--- src/rtl/input_conditioner_pkg.sv ---
// Shared constants for the panel input conditioner: bit map of the
// conditioned input vector, default debounce length and startup states.
package input_conditioner_pkg;

  // Bit positions inside raw_in / level_out
  localparam int IDX_EL  = 0;
  localparam int IDX_LP  = 1;
  localparam int IDX_PF  = 2;
  localparam int IDX_SSP = 4;
  localparam int IDX_ME  = 6;

  // Field widths of the multi-bit switches
  localparam int PF_W  = 2;
  localparam int SSP_W = 2;
  localparam int ME_W  = 2;

  // 10 ms at 50 MHz
  localparam int DB_CYCLES_DEFAULT = 500000;

  // Startup settle FSM encoding
  typedef enum logic {
    WAIT = 1'b0,
    RUN  = 1'b1
  } startup_state_t;

endpackage

--- src/rtl/input_conditioner_debounce_ch.sv ---
// One conditioned input bit: two-flop synchronizer, hold counter,
// debounced level and registered rise/fall pulses.
module debounce_ch
  import input_conditioner_pkg::*;
#(
  parameter int DB_CYCLES = DB_CYCLES_DEFAULT,
  parameter int CNT_W     = $clog2(DB_CYCLES)
) (
  input  logic clk,
  input  logic reset,
  input  logic raw,
  input  logic pulse_en,
  output logic level,
  output logic rise,
  output logic fall
);

  localparam logic [CNT_W-1:0] CNT_LAST = CNT_W'(DB_CYCLES - 1);

  logic             sync_p0;
  logic             sync_p1;
  logic [CNT_W-1:0] cnt;

  // Synchronize, count how long the new level has held, accept it after
  // DB_CYCLES consecutive cycles and emit a one-cycle pulse on acceptance.
  always_ff @(posedge clk or negedge reset) begin
    if (!reset) begin
      sync_p0 <= 1'b0;
      sync_p1 <= 1'b0;
      cnt     <= '0;
      level   <= 1'b0;
      rise    <= 1'b0;
      fall    <= 1'b0;
    end else begin
      // stage 0 -> 1: metastability guard
      sync_p0 <= raw;
      sync_p1 <= sync_p0;
      rise    <= 1'b0;
      fall    <= 1'b0;
      // stage 1 -> level: any cycle that agrees with the current level
      // restarts the hold count, so bounces never accumulate
      if (sync_p1 == level) begin
        cnt <= '0;
      end else if (cnt == CNT_LAST) begin
        level <= sync_p1;
        cnt   <= '0;
        rise  <= pulse_en & sync_p1;
        fall  <= pulse_en & ~sync_p1;
      end else begin
        cnt <= cnt + 1'b1;
      end
    end
  end

endmodule

--- src/rtl/input_conditioner.sv ---
// Panel input conditioner: per-bit synchronize/debounce channels plus a
// startup settle window that qualifies the levels and suppresses the
// edge pulses until the inputs have had time to settle after reset.
module input_conditioner
  import input_conditioner_pkg::*;
#(
  parameter int WIDTH     = 8,
  parameter int DB_CYCLES = DB_CYCLES_DEFAULT,
  parameter int CNT_W     = $clog2(DB_CYCLES)
) (
  input  logic             clk,
  input  logic             reset,
  input  logic [WIDTH-1:0] raw_in,
  output logic [WIDTH-1:0] level_out,
  output logic [WIDTH-1:0] rise_out,
  output logic [WIDTH-1:0] fall_out,
  output logic             ready
);

  // Settle window spans DB_CYCLES+2 edges: two synchronizer flops plus
  // a full debounce hold.
  localparam int             SU_W    = $clog2(DB_CYCLES + 2) + 1;
  localparam logic [SU_W-1:0] SU_LAST = SU_W'(DB_CYCLES + 1);

  startup_state_t  state;
  logic [SU_W-1:0] su_cnt;
  logic            pulse_en;

  // Startup FSM: count the settle window once after reset, then stay in RUN.
  always_ff @(posedge clk or negedge reset) begin
    if (!reset) begin
      state  <= WAIT;
      su_cnt <= '0;
      ready  <= 1'b0;
    end else begin
      case (state)
        WAIT: begin
          if (su_cnt == SU_LAST) begin
            state <= RUN;
            ready <= 1'b1;
          end else begin
            su_cnt <= su_cnt + 1'b1;
          end
        end
        RUN: begin
          state <= RUN;
          ready <= 1'b1;
        end
        default: begin
          state <= WAIT;
          ready <= 1'b0;
        end
      endcase
    end
  end

  // Pulses are qualified by the state before the edge, so an input that
  // is already active at power-up is accepted silently during WAIT.
  assign pulse_en = (state == RUN);

  for (genvar i = 0; i < WIDTH; i++) begin : g_ch
    debounce_ch #(
      .DB_CYCLES (DB_CYCLES),
      .CNT_W     (CNT_W)
    ) u_ch (
      .clk      (clk),
      .reset    (reset),
      .raw      (raw_in[i]),
      .pulse_en (pulse_en),
      .level    (level_out[i]),
      .rise     (rise_out[i]),
      .fall     (fall_out[i])
    );
  end

endmodule

--- config.mk ---
export PLATFORM = sky130hd
export DESIGN_NAME = input_conditioner
export DESIGN_NICKNAME = d
export VERILOG_FILES = /design/src/rtl/input_conditioner_pkg.sv /design/src/rtl/input_conditioner_debounce_ch.sv /design/src/rtl/input_conditioner.sv
export SDC_FILE = /design/constraint.sdc
export NUM_CORES = 1
export LEC_CHECK = 0
export CAP_MARGIN = 30
export CORE_MARGIN = 2
export CORE_UTILIZATION = 55
export DETAILED_ROUTE_END_ITERATION = 7
export PLACE_DENSITY = 0.85
export SYNTH_ARGS = -nofsm -noshare
export SYNTH_HDL_FRONTEND = slang
export SYNTH_HIERARCHICAL = 1
export SYNTH_SLANG_ARGS = --single-unit
--- constraint.sdc ---
create_clock -name clk -period 2 [get_ports clk]
set_input_delay 0.2 -clock clk [delete_from_list [all_inputs] [get_ports clk]]
set_output_delay 0.2 -clock clk [all_outputs]
set_load 0.01 [all_outputs]
==> impl_results.md <==
* Run status: finished clean
* Final WL at 19.7 mm
* Max-Cap Viols at 0
* Worst R2R End: g_ch[4].u_ch/cnt[18]$_DFF_PN0_
* Port-buffer cells at 34
* RD Place Congestion at 0.873
* Fin crit share at 95.6%
* Peak supply drop at 0.623 mV
* Clock slew at reported path FFs at 50 ps
* Leading area contributor after synthesis: dfrtp_1
* Clock Tree Root: clkbuf_16
* Proportion of layout cells with a drive suffix above 1 at 13.9%
* HP Start: raw_in[7]
* Initial drt markers at 473
* Syn Inst Count at 963
* Hold WC Path Type: input port to flip-flop
* Die H at 141 um
* Avg Synthesized Cell Area at 10.7 um2
* Wl on met1 at 8.62 mm
* Syn-to-layout area delta at 17.4%
* Hold Violations, Final at 0
* Post-synth EDFFs at 0
* Post-detail-place hpwl at 13.6 mm
* Routed via count at 7488
* Non-filler cells, final at 1300
* # DRC at 0
* Yosys top cell area share at 52.1%
* Worst Hold Endpoint: g_ch[7].u_ch/sync_p0$_DFF_PN0_
* Yosys cell types at 36
* DRT Pass-1 Iters at 5
* Worst Tran Pin Value at 622 ps
* Synth Area in Simple Gates at 27.0%
* #FFs+latches synth at 214
* Synth area leaders: dfrtp_1 (52%), xnor2_1 (7.4%), nor2_1 (5.2%)
* Routed wl met3 at 749 um
* Largest net degree at the start of global routing at 74
* Startpoint type of the worst setup path: flip-flop
* Predominant post-synthesis flop cell: dfrtp_1
* Min cycle time layout at 1910 ps
* Post-DR vias/cell at 5.76
* Sequential share of the synthesized area at 52.1%
* Synth Area in Compound Gates at 5.41%
* Initial Util at 55.5%
* Number of cells on the worst reg-to-reg path at 5
* Synthesis Warnings at 6
* Clock skew at 10.8 ps
* Headroom to the max-slew limit at 58.0%
* Crit path kind: flip-flop to flip-flop
* Cts bufs inserted at 23
* Setup-failing EPs final at 0
* Portion of netlist area occupied by mux cells at 0.876%
* Main combinational cell family by area after synthesis: simple AND/OR/NAND/NOR gates
* CTS tree: done
* H-Tree Depth at 1
* Crit end category: flip-flop
* Antenna Cells at 0
* Count leader, synth: dfrtp_1
* RSZ-0062 raised after global routing: false
* Adder-cell share of the synthesized area at 1.22%
* Critical Path RT at 2420 ps
* Tot GR Track Use at 20.4%
* Clk buf depth at 3
* Die W at 141 um
* FMAX at 0.523 GHz
* PD cells at 755 nW/um2
* Slew Limit Fails at 0
* Placeable Area at 18500 um2
* Post-DRT Antenna Nets at 0
* Vias in the first global route at 7328
* Hold-critical path depth at 1
* Io pins at 35
* Drt wl/cell at 15.1 um
* Global route overflow at 0
* Cell Area, Synth at 10300 um2
* Async SR Flop Fraction at 100%
* Clk_lat worst skew at 510 ps
* Reg-to-Reg Start: g_ch[4].u_ch/cnt[1]$_DFF_PN0_
* Die area at 19800 um2
* Highest routed layer: met4
* Final nets at 1073
* Initial antenna violation count at 0
* Cells after DPL at 1261
* Overall power at 9.11 mW
* Flop2flop setup slack at 90 ps
* Syn nets at 983
* Commonest cells in the synthesized netlist: dfrtp_1 (214), nor2_1 (142), xnor2_1 (87)
* Metal2 WL at 9.88 mm
* Static Leakage at 5.00 nW
* First-pass GRT wire length at 34.2 mm
* Xor/xnor share of the synthesized area at 11.2%
* CP max FO at 4
* WP data arrival at 2340 ps
* # fillers at 1407
* Std cell rows at 50
* CTS Sinks at 214
-- critical path, stage by stage (launching register included) --
cell     delay [ps]
dfrtp_1         370
ha_1            260
nand4_4         130
or4_4           570
or3_1           320
a21oi_1         180
-- placed cells by master, fill, tap and decap left out, types with 2 or more instances in the layout --
master	netlist	final
nor4_1	8	8
and4b_1	17	17
buf_12	0	7
dfrtp_1	214	214
nor4b_1	10	10
clkbuf_8	0	6
clkbuf_16	0	23
o31ai_1	16	16
o21ai_0	16	16
a21oi_1	33	33
nand3_1	54	54
o31ai_4	8	8
nand2b_1	2	2
and3_1	8	8
and2_1	9	9
or2_2	16	16
nor3_1	32	25
nand4_4	8	8
ha_2	0	3
nor2_1	142	142
mux2_2	8	8
or4_4	8	8
nor3_2	0	6
buf_4	0	39
ha_1	10	7
xnor2_1	87	87
and4_1	10	10
or4_1	16	16
clkdlybuf4s50_1	0	33
nand3b_1	2	2
inv_1	25	25
nand2_1	45	45
xor2_1	44	44
nand4_1	69	69
inv_6	0	2
bufinv_16	0	3
clkinv_2	0	2
or3_1	24	23
-- worst max path at each step --
stage,from,endpoint,slack [ps]
floorplan,g_ch[0].u_ch/cnt[0]$_DFF_PN0_,g_ch[0].u_ch/level$_DFFE_PN0P_,100
global placement,g_ch[3].u_ch/cnt[1]$_DFF_PN0_,g_ch[3].u_ch/level$_DFFE_PN0P_,100
detailed placement,g_ch[0].u_ch/cnt[1]$_DFF_PN0_,g_ch[0].u_ch/level$_DFFE_PN0P_,-8
CTS,g_ch[6].u_ch/cnt[1]$_DFF_PN0_,g_ch[6].u_ch/level$_DFFE_PN0P_,10
global route,g_ch[0].u_ch/cnt[1]$_DFF_PN0_,g_ch[0].u_ch/cnt[18]$_DFF_PN0_,0.8
finish,g_ch[4].u_ch/cnt[1]$_DFF_PN0_,g_ch[4].u_ch/cnt[18]$_DFF_PN0_,90
-- cell families (layout without fill, tap and decap cells) --
kind of cell	count (synthesis)	after routing
AOI/OAI and AO/OA	74	74
xor gates and xnor gates	131	131
adders and majority gates	10	10
buffers and inverters	42	145
DFF	214	214
muxes	8	8
and+or+nand+nor	484	484
-- per-layer routing --
metal / vias up / global-route usage, %
met2: 141 / 35.2
met1: 3680 / 27.2
li1: 3632 / -
met4: 0 / 5.05
met3: 35 / 3.33
met5: - / 0
-- power breakdown --
| group | total [mW] | internal [mW] | switching, mW |
|---|---|---|---|
| clock | 4.35 | 2.70 | 1.64 |
| sequential | 4.44 | 4.39 | 0.0576 |
| combinational | 0.323 | 0.127 | 0.196 |
| total | 9.11 | 7.22 | 1.90 |
-- registers in the layout, summed over array words and instances (netlist names) --
register           flops
g_ch.u_ch/cnt        152
su_cnt                20
g_ch.u_ch/fall         8
g_ch.u_ch/level        8
g_ch.u_ch/rise         8
g_ch.u_ch/sync_p0      8
g_ch.u_ch/sync_p1      8
pulse_en               1
ready                  1
-- layout make-up --
cell class                 instances  area, um2  area share, %
multi-input combinational        707       4750           39.4
clock inverter                     8        125           1.04
tap                              234        293           2.42
clock buffer                      30        662           5.48
inverter                          26       97.6          0.808
timing repair buffer              81        788           6.53
sequential                       214       5360           44.4
-- timing repair --
item                                    CTS  global route
endpoints found under the hold margin    69             0
setup buffers                             0             0
endpoints found under the setup margin    2             8
resized for setup                         2            10
hold buffers                              1             0
-- per-stage QoR --
step                      hold WS, ps  setup slack [ps]  setup TNS, ps  util, %  cell area (um2)
after floorplan                 -95.6              99.3              0        -            10300
after global placement            216              96.4              0     60.6            11200
after detailed placement          210             -7.88          -9.99     60.6            11200
after CTS                         112              10.8              0     65.0            12000
after global routing              118             0.768              0     65.2            12100
final                             132              87.3              0     65.2            12100
Note: power is estimated with default switching activity, not from simulation.
